`src/rtl/uart_frame_assembler.sv`:
```
// Packs a UART byte stream into fixed-size frames, checks that the header byte
// equals the trailer byte and presents each good frame once under valid/ready.
`timescale 1ns/1ps

module uart_frame_assembler #(
    parameter int DBITS          = 8,
    parameter int FRAME_BYTES    = 18,
    parameter int TIMEOUT_CYCLES = 1_000_000
) (
    input  logic                               clk,
    input  logic                               reset,
    input  logic [DBITS-1:0]                   rx_data,
    input  logic                               rx_valid,
    output logic [FRAME_BYTES*DBITS-1:0]       frame_data,
    output logic [DBITS-1:0]                   frame_cmd,
    output logic                               frame_valid,
    input  logic                               frame_ready,
    output logic                               err_mismatch,
    output logic                               err_timeout,
    output logic                               err_overrun,
    output logic [$clog2(FRAME_BYTES+1)-1:0]   byte_count
);

    localparam int FW = FRAME_BYTES * DBITS;
    localparam int CW = $clog2(FRAME_BYTES + 1);
    localparam int TW = (TIMEOUT_CYCLES > 2) ? $clog2(TIMEOUT_CYCLES) : 1;

    localparam logic [CW-1:0] LAST_IDX = CW'(FRAME_BYTES - 1);
    localparam logic [CW-1:0] FULL_CNT = CW'(FRAME_BYTES);
    localparam logic [TW-1:0] TO_LAST  = TW'(TIMEOUT_CYCLES - 1);

    typedef enum logic [1:0] {S_IDLE, S_COLLECT, S_HOLD} state_e;

    state_e          state_q, state_d;
    logic [FW-1:0]   frame_data_q, frame_data_d;
    logic [CW-1:0]   byte_count_q, byte_count_d;
    logic [TW-1:0]   timer_q, timer_d;
    logic            err_mismatch_q, err_mismatch_d;
    logic            err_timeout_q, err_timeout_d;
    logic            err_overrun_q, err_overrun_d;

    logic [FW-1:0]    shifted;
    logic [DBITS-1:0] header;

    assign shifted = {frame_data_q[FW-DBITS-1:0], rx_data};
    // Before the last byte is shifted in, the header sits one byte below the MSBs.
    assign header  = frame_data_q[FW-DBITS-1 -: DBITS];

    always_comb begin
        // NOTE: every always_comb output gets a default first so no path leaves it unassigned and infers a latch.
        state_d        = state_q;
        frame_data_d   = frame_data_q;
        byte_count_d   = byte_count_q;
        timer_d        = timer_q;
        err_mismatch_d = 1'b0;
        err_timeout_d  = 1'b0;
        err_overrun_d  = 1'b0;

        unique case (state_q)
            S_IDLE: begin
                if (rx_valid) begin
                    frame_data_d = shifted;
                    byte_count_d = CW'(1);
                    timer_d      = '0;
                    state_d      = S_COLLECT;
                end
            end
            S_COLLECT: begin
                if (rx_valid) begin
                    frame_data_d = shifted;
                    timer_d      = '0;
                    if (byte_count_q == LAST_IDX) begin
                        if (header == rx_data) begin
                            byte_count_d = FULL_CNT;
                            state_d      = S_HOLD;
                        end else begin
                            err_mismatch_d = 1'b1;
                            byte_count_d   = '0;
                            state_d        = S_IDLE;
                        end
                    end else begin
                        byte_count_d = byte_count_q + CW'(1);
                    end
                end else if (timer_q == TO_LAST) begin
                    err_timeout_d = 1'b1;
                    byte_count_d  = '0;
                    timer_d       = '0;
                    state_d       = S_IDLE;
                end else if (timer_q != '1) begin
                    timer_d = timer_q + TW'(1);
                end
            end
            S_HOLD: begin
                if (frame_ready) begin
                    if (rx_valid) begin
                        frame_data_d = shifted;
                        byte_count_d = CW'(1);
                        timer_d      = '0;
                        state_d      = S_COLLECT;
                    end else begin
                        byte_count_d = '0;
                        state_d      = S_IDLE;
                    end
                end else if (rx_valid) begin
                    err_overrun_d = 1'b1;
                end
            end
            default: state_d = S_IDLE;
        endcase
    end

    // NOTE: state registers use non-blocking assignments so every flop samples pre-edge values.
    always_ff @(posedge clk or posedge reset) begin
        if (reset) begin
            state_q        <= S_IDLE;
            frame_data_q   <= '0;
            byte_count_q   <= '0;
            timer_q        <= '0;
            err_mismatch_q <= 1'b0;
            err_timeout_q  <= 1'b0;
            err_overrun_q  <= 1'b0;
        end else begin
            state_q        <= state_d;
            frame_data_q   <= frame_data_d;
            byte_count_q   <= byte_count_d;
            timer_q        <= timer_d;
            err_mismatch_q <= err_mismatch_d;
            err_timeout_q  <= err_timeout_d;
            err_overrun_q  <= err_overrun_d;
        end
    end

    assign frame_data   = frame_data_q;
    assign frame_cmd    = frame_data_q[DBITS-1:0];
    assign frame_valid  = (state_q == S_HOLD);
    assign byte_count   = byte_count_q;
    assign err_mismatch = err_mismatch_q;
    assign err_timeout  = err_timeout_q;
    assign err_overrun  = err_overrun_q;

endmodule

```
`config.mk`:
```
export PLATFORM = sky130hd
export DESIGN_NAME = uart_frame_assembler
export DESIGN_NICKNAME = d
export VERILOG_FILES = /design/src/rtl/uart_frame_assembler.sv
export SDC_FILE = /design/constraint.sdc
export NUM_CORES = 1
export LEC_CHECK = 0
export CORE_ASPECT_RATIO = 0.7
export CORE_MARGIN = 2
export CORE_UTILIZATION = 45
export DETAILED_ROUTE_END_ITERATION = 16
export PLACE_DENSITY = 0.77
export SYNTH_ARGS = -nofsm -noshare
export SYNTH_HDL_FRONTEND = slang
export SYNTH_SLANG_ARGS = --single-unit
```
`constraint.sdc`:
```
create_clock -name clk -period 7.3 [get_ports clk]
set_input_delay 1.46 -clock clk [delete_from_list [all_inputs] [get_ports clk]]
set_output_delay 1.46 -clock clk [all_outputs]
set_load 0.02 [all_outputs]
```
; ---- Word level (Yosys, flattened, before mapping)
; Cells that the tools add are included.
[totals]
elab_cells = 63
mem_count = 0
input_bits = 12
output_inout_bits = 161
ff_bits = 174
rom_bits = 0
ramBits = 0
latchBits = 0
[op_classes]
n_eq_ne = 11
reduce_logical = 8
n_shift = 0
multipliers = 0
add_sub_neg = 2
muxes = 35
bitwise = 0
div = 0
order_cmp = 0
[op_table]
columns = cell, n
row1 = 144-bit two-way mux, 2
row2 = 144-bit one-hot mux with 2 select lines, 1
row3 = 20-bit two-way mux, 5
row4 = 20-bit one-hot mux with 3 select lines, 1
row5 = 5-bit two-way mux, 6
row6 = 20-bit by 1-bit adder with 20-bit output (second input constant), 1
row7 = 20-bit equality test (second input constant), 1
row8 = 20-bit != test (second input constant), 1
row9 = 5-bit one-hot mux with 3 select lines, 1
row10 = 1-bit two-way mux, 12
row11 = 2-bit two-way mux, 6
row12 = 8-bit equality test, 1
row13 = 4-bit AND reduction, 2
row14 = 3-bit != test (second input constant), 2
row15 = 2-bit one-hot mux with 3 select lines, 1
row16 = 5-bit by 1-bit adder with 5-bit output (second input constant), 1
row17 = 5-bit equality test (second input constant), 1
row18 = 4-bit != test (second input constant), 1
row19 = 3-bit AND reduction, 1
row20 = 3-bit nonzero test, 1
row21 = 2-bit by 1-bit equality test with 1-bit output (second input constant), 1
row22 = 2-bit equality test (second input constant), 1
row23 = 2-bit logical NOT, 1
row24 = 2-bit by 1-bit != test with 1-bit output (second input constant), 1
row25 = other kinds (4), 4

; ---- Longest topological paths before layout
; Gate-level depths: netlist of the first run.
[logic_depth]
depth_word = 5
depth_mapped = 8

; ---- Worst setup path after synthesis of the first run
; No wires, ideal clock.
[synth_timing]
path_type = input to register
from = in rx_valid
to = reg frame_data_q[42], in the netlist frame_data[42]
path_slack_ps = 4397
stages = 5
path_buffers = 3
arrival_ps = 2778
cell_sequence = clkbuf_1 nand3b_1 clkbuf_1 clkbuf_1 mux2_2
[synth_between]
elab_chain_cells = 3
[synth_lines]
columns = item, line_no
row1 = "start, declared", 13  ; input logic rx_valid,
row2 = 144-bit two-way mux *, n/a
row3 = 144-bit two-way mux, n/a
row4 = 144-bit one-hot mux with 2 select lines *, n/a
row5 = "end signal, assigned", 124  ; frame_data_q <= frame_data_d;
row6 = "end, declared", 35  ; logic [FW-1:0] frame_data_q, frame_data_d;
; Every way passes the cells marked *; elsewhere a longest branch is shown, timed or not. The select of a mux whose other input is x is not followed.
; A chain may end at the register's enable or synchronous reset.

; ---- Worst setup path in the final report of the first run
[layout_timing]
from = in rx_valid
to = reg frame_data_q[59], in the netlist frame_data[59]
; Same word-level chain as after synthesis.

==> flow_summary.json, run 1 <==
{
  "clock-root-buffer": "clkbuf_16",
  "vias": 5027,
  "antenna_cells": 0,
  "finalHoldViolations": 0,
  "yosys-top-cells-area": "dfrtp_1 59%, mux2_2 22%, ha_1 1.2%, buf_4 1.0%, nand3_1 1.0%",
  "rows": 39,
  "die_h_um": 110.9,
  "dp_hpwl_um": 12480,
  "cpPeakStageDelay_ns": 0.77,
  "coreArea_mm2": 0.01615,
  "status": "finished clean",
  "cts_resized": 0,
  "firstDrtPassIters": 4,
  "path_class": "in2reg",
  "gp_congestion": 0.9204,
  "synth.avg_cell_area_um2": 13.77,
  "synth_seq_cells": 174,
  "r2r_slack_ns": 4.60,
  "final_antenna_net_count": 0,
  "crit_family": "buffers and inverters",
  "post-cts-setup-buffers": 0,
  "syn_inst": 533,
  "drc_errors": 0,
  "initialDrtViolationCount": 422,
  "period_share": 0.4790,
  "fin_nets": 716,
  "setup_violations": 0,
  "cts_buffers": 17,
  "leakage_nw": 4.040,
  "crit_buf_inv": 3,
  "grt_max_degree": 100,
  "crit_fanout": 76,
  "synth_seq_area_share": 0.5930,
  "clock.fmax_ghz": 0.2860,
  "grt_pass1_vias": 5048,
  "synth_top_area_cell": "dfrtp_1",
  "cap_violations": 0,
  "final_common_cell": "dfrtp_1",
  "drive_above_1_share": 0.2690,
  "drv_slew": 0,
  "period_needed_ns": 3.497,
  "synth_ff_type": "dfrtp_1",
  "layout_common_cells": "174 x dfrtp_1, 172 x clkdlybuf4s50_1, 146 x mux2_2",
  "io-pin-count": 173,
  "end_kind": "flip-flop",
  "clkSinkCount": 174,
  "h-tree-depth": 4,
  "cts_tree": "built",
  "path_cells": "clkdlybuf4s50_1 > nand3b_1 > buf_4 > buf_4 > mux2_2",
  "synthDistinctLibCells": 51,
  "min_path_type": "reg2reg",
  "max-slew-margin-rel": 0.3674,
  "synth-edff-count": 0,
  "io_buffers": 172,
  "clock_skew_ns": 0.007378,
  "max-vdd-ir-drop_mv": 0.2249,
  "overflow": 0,
  "worstSkewPairLatency_ns": 0.43,
  "dieArea_mm2": 0.01737,
  "avgViaCountPerCell": 5.376,
  "holdBufCountCts": 0,
  "worst_ep_required_time_ns": 7.61,
  "arrival_ns": 3.81,
  "wl_per_cell_um": 18.88,
  "rsz0062_at_grt": "no",
  "fin_cells": 935,
  "die_w_um": 156.7,
  "setup-tns-final_ns": 0,
  "p_per_area_mw_per_mm2": 437.4,
  "placed_cells": 903,
  "grt_pass1_wl_um": 27540,
  "worst_slew_pin_slew_ns": 0.9489,
  "netlist_area_mm2": 0.007342,
  "cts_max_path_buffers": 2,
  "critPathLaunchType": "primary input",
  "track_usage": 0.2061,
  "path_clk_slew_ns": 0.07,
  "cp_common_cell": "buf_4",
  "yosysTopAreaCellShare": 0.5930,
  "antenna_found_initial": 0,
  "cp_slowest_cell": "buf_4",
  "syn_to_final_growth_pct": 34.00,
  "synth_nets": 552,
  "yosysWarnings": 0,
  "start_util": 0.4546,
  "power_mw": 4.304,
  "async_flop_share": 1.000,
  "drt-total-wl_um": 17660
}
[final timing paths]
| kind | startpoint | endpoint | cells after the start |
|---|---|---|---|
| worst max-delay path | rx_valid | frame_data[59]$_DFFE_PP0P_ | 5 |
| worst min-delay path | frame_data[137]$_DFFE_PP0P_ | frame_data[137]$_DFFE_PP0P_ | 1 |
| worst max register to register | timer_q[0]$_DFFE_PP0P_ | timer_q[6]$_DFFE_PP0P_ | 6 |
| worst min register to register | frame_data[137]$_DFFE_PP0P_ | frame_data[137]$_DFFE_PP0P_ | 1 |
| max in group asynchronous | reset | frame_data[75]$_DFFE_PP0P_ | 3 |
| min in group asynchronous | reset | frame_data[81]$_DFFE_PP0P_ | 2 |
[through the flow]
step             util  setup slack [ns]  area (um2)  hold slack [ns]
6_report       0.6091             3.803        9838           0.5093
5_1_grt        0.6091             3.680        9838           0.5230
4_1_cts        0.6091             3.826        9838           0.5102
3_5_place_dp   0.5707             3.384        9218           0.4955
3_3_place_gp   0.5707             3.457        9218           0.4904
2_1_floorplan       -             1.123        7342           0.4683
[per-layer routing]
metal | wire, um | track usage | up-vias | share of wire
li1 | - | - | 2250 | -
met1 | 7897 | 0.2829 | 2559 | 0.45
met2 | 8194 | 0.3160 | 194 | 0.46
met3 | 1205 | 0.06177 | 24 | 0.068
met4 | 359 | 0.06606 | 0 | 0.020
met5 | 0 | 0 | - | 0
[sequential cells by signal (all words and copies together) (netlist names)]
register and flops:
err_timeout 1, timer_q 20, state_q 2, frame_data 144, err_mismatch 1, byte_count 5
err_overrun 1
[kinds of logic (layout without fill, tap and decap cells)]
family / count (synthesis) / count (layout) / share of synthesized area
and+or+nand+nor: 90 / 90 / 0.07123
DFF: 174 / 174 / 0.5930
AOI/OAI and AO/OA: 59 / 59 / 0.05811
xor gates and xnor gates: 8 / 8 / 0.009544
buffers and inverters: 48 / 225 / 0.03084
adders and majority gates: 7 / 7 / 0.01193
muxes: 147 / 147 / 0.2253
[layout make-up]
cell class / instances / area, um2
clock buffers: 18 / 439.2
clock inverters: 14 / 181.4
fillers: 1201 / 6314
inverters: 17 / 68.82
multi-input cells: 311 / 2761
flip-flops and latches: 174 / 4354
well taps: 225 / 281.5
repair buffers: 176 / 1752
[Yosys cell counts, types with 2 or more instances]
cell	n
nor2b_1	4
or2_2	2
inv_1	17
o22ai_1	4
a22oi_1	3
nor3_1	4
buf_4	10
ha_1	7
a2bb2oi_1	2
o31ai_1	7
mux2_2	146
a22o_1	6
nand2_1	16
dfrtp_1	174
or3_1	2
o21bai_1	3
nand3_1	15
a21o_1	5
nor3b_1	2
nor4bb_1	2
clkbuf_1	19
nor4_1	4
o211ai_1	2
a31oi_1	2
xnor2_1	8
nand4_1	9
nand2b_1	3
a21oi_1	10
nor2_1	14
o21ai_0	7
and4_1	4
[power by group]
| group | total [mW] | leakage (nW) | switching [mW] | internal (mW) |
|---|---|---|---|---|
| sequential | 1.64 | 2.12 | 0.323 | 1.31 |
| clock | 0.949 | 0.289 | 0.394 | 0.555 |
| combinational | 1.72 | 1.63 | 0.822 | 0.897 |
| total | 4.30 | 4.04 | 1.54 | 2.76 |
Power figures use the tool's default switching activity.
==> run 2, diff against run 1 <==
--- a/config.mk
+++ b/config.mk
@@ -9,7 +9,7 @@
 export CORE_MARGIN = 2
 export CORE_UTILIZATION = 45
 export DETAILED_ROUTE_END_ITERATION = 16
-export PLACE_DENSITY = 0.77
+export PLACE_DENSITY = 0.8
 export SYNTH_ARGS = -nofsm -noshare
 export SYNTH_HDL_FRONTEND = slang
 export SYNTH_SLANG_ARGS = --single-unit
==> constraint.sdc (replaced) <==
create_clock -name clk -period 2.8 [get_ports clk]
set_input_delay 0.56 -clock clk [delete_from_list [all_inputs] [get_ports clk]]
set_output_delay 0.56 -clock clk [all_outputs]
set_load 0.02 [all_outputs]
==> flow_summary.json, run 2 (same netlist as run 1, synthesis figures left out) <==
{
  "dieArea_mm2": 0.01737,
  "crit_fanout": 12,
  "post-cts-setup-buffers": 0,
  "cts_tree": "built",
  "vias": 4977,
  "clock_skew_ns": 0.01328,
  "clock.fmax_ghz": 0.4037,
  "cap_violations": 0,
  "clkSinkCount": 174,
  "syn_to_final_growth_pct": 34.42,
  "critPathLaunchType": "flip-flop",
  "path_cells": "ha_1 > nand4_1 > or4_4 > o221ai_4 > or2_2 > o21ai_0",
  "cts_resized": 0,
  "drt-total-wl_um": 16910,
  "end_kind": "flip-flop",
  "overflow": 0,
  "avgViaCountPerCell": 5.289,
  "max-slew-margin-rel": 0.5285,
  "fin_nets": 722,
  "fill_cells": 1214,
  "firstDrtPassIters": 4,
  "final_common_cell": "dfrtp_1",
  "antenna_found_initial": 0,
  "setup_violations": 0,
  "max-vdd-ir-drop_mv": 0.7396,
  "coreArea_mm2": 0.01615,
  "die_w_um": 156.7,
  "period_needed_ns": 2.477,
  "cts_max_path_buffers": 2,
  "largest_reg_flops": 144,
  "final_antenna_net_count": 0,
  "drive_above_1_share": 0.2751,
  "worst_slack_ns": 0.3227,
  "preCtsSetupSlack_ns": 0.07681,
  "finalHoldViolations": 0,
  "path_class": "reg2reg",
  "arrival_ns": 2.76,
  "drv_slew": 0,
  "io-pin-count": 173,
  "multi_input_area_mm2": 0.002761,
  "holdBufCountCts": 0,
  "p_per_area_mw_per_mm2": 1106,
  "worst_slew_pin_slew_ns": 0.7014,
  "rows": 39,
  "grt_pass1_vias": 4873,
  "placed_cells": 909,
  "grt_max_degree": 103,
  "wl_per_cell_um": 17.97,
  "leakage_nw": 4.063,
  "h-tree-depth": 4,
  "antenna_cells": 0,
  "worst_ep_required_time_ns": 3.08,
  "layout_common_cells": "174 x dfrtp_1, 172 x clkdlybuf4s50_1, 146 x mux2_2",
  "rsz0062_at_grt": "no",
  "io_buffers": 172,
  "track_usage": 0.1990,
  "worstSkewPairLatency_ns": 0.42,
  "ff_latch_area_mm2": 0.004354,
  "path_clk_slew_ns": 0.06,
  "min_path_type": "reg2reg",
  "gp_congestion": 0.8845,
  "status": "finished clean",
  "cp_slowest_cell": "or4_4",
  "setup-tns-final_ns": 0,
  "drc_errors": 0,
  "die_h_um": 110.9,
  "initialDrtViolationCount": 324,
  "start_util": 0.4546,
  "dp_hpwl_um": 12010,
  "fin_cells": 941,
  "period_share": 0.8848,
  "cts_buffers": 17,
  "cpPeakStageDelay_ns": 0.64,
  "clock-root-buffer": "clkbuf_16",
  "grt_pass1_wl_um": 27030
}
## run 2: cell types whose count changed in the layout (fill, tap and decap cells not counted), sizes merged
cell      previous run  this run
inv                 22        21
bufinv               3         0
clkbuf              18        19
clkinv               1         5
clkinvlp             5         4
buf                  4        10
## run 2: area by class of cell
cell class / instances / share of cell area
Multi-Input combinational cell: 311 / 0.2798
Tap cell: 225 / 0.02852
Sequential cell: 174 / 0.4412
Inverter: 17 / 0.006846
Clock buffer: 19 / 0.04589
Clock inverter: 13 / 0.01065
Timing Repair Buffer: 182 / 0.1871
## run 2: critical path, delay by kind of cell, from the launching register on
family                   cells  cell delay [ns]
AO/OA/AOI/OAI                2             0.50
adder cells (fa/ha/maj)      1             0.24
flip-flops                   1             0.41
AND/OR/NAND/NOR              3             1.19
## run 2: worst paths after layout
kind,startpoint,to,slack [ns],cells after the start
max,timer_q[0]$_DFFE_PP0P_,timer_q[2]$_DFFE_PP0P_,0.32,6
min,frame_data[142]$_DFFE_PP0P_,frame_data[142]$_DFFE_PP0P_,0.50,1
max reg2reg,timer_q[0]$_DFFE_PP0P_,timer_q[2]$_DFFE_PP0P_,0.32,6
min reg2reg,frame_data[142]$_DFFE_PP0P_,frame_data[142]$_DFFE_PP0P_,0.50,1
max in group asynchronous,reset,frame_data[13]$_DFFE_PP0P_,1.70,3
min in group asynchronous,reset,frame_data[109]$_DFFE_PP0P_,0.62,3
## run 2: where the power goes
group | leakage, nW | switching (mW) | internal [mW]
Sequential | 2.12 | 0.786 | 3.42
Clock | 0.269 | 1.03 | 1.20
Combinational | 1.68 | 2.12 | 2.36
Total | 4.06 | 3.93 | 6.99
## run 2: through the flow
step	utilization	total power, mW	hold WS [ns]	instance area (um2)
finish	0.6110	10.92	0.5039	9869
floorplan	-	6.408	0.4683	7346
CTS	0.6110	11.02	0.5068	9869
global route	0.6110	11.45	0.5229	9869
global placement	0.5765	8.636	0.4869	9311
detailed placement	0.5765	8.764	0.4917	9311
## run 2: layer usage
metal / up-vias / global-route usage / wire [um]
li1: 2274 / - / -
met1: 2561 / 0.2839 / 8026
met2: 135 / 0.2907 / 7728
met3: 7 / 0.06177 / 1069
met4: 0 / 0.06544 / 86
met5: - / 0 / 0
==> run 3, diff against run 2 <==
--- a/config.mk
+++ b/config.mk
@@ -10,6 +10,7 @@
 export CORE_UTILIZATION = 45
 export DETAILED_ROUTE_END_ITERATION = 16
 export PLACE_DENSITY = 0.8
+export SLEW_MARGIN = 20
 export SYNTH_ARGS = -nofsm -noshare
 export SYNTH_HDL_FRONTEND = slang
 export SYNTH_SLANG_ARGS = --single-unit
==> results of run 3 <==
The final DEF is identical to that of run 2; final timing and power are the same.
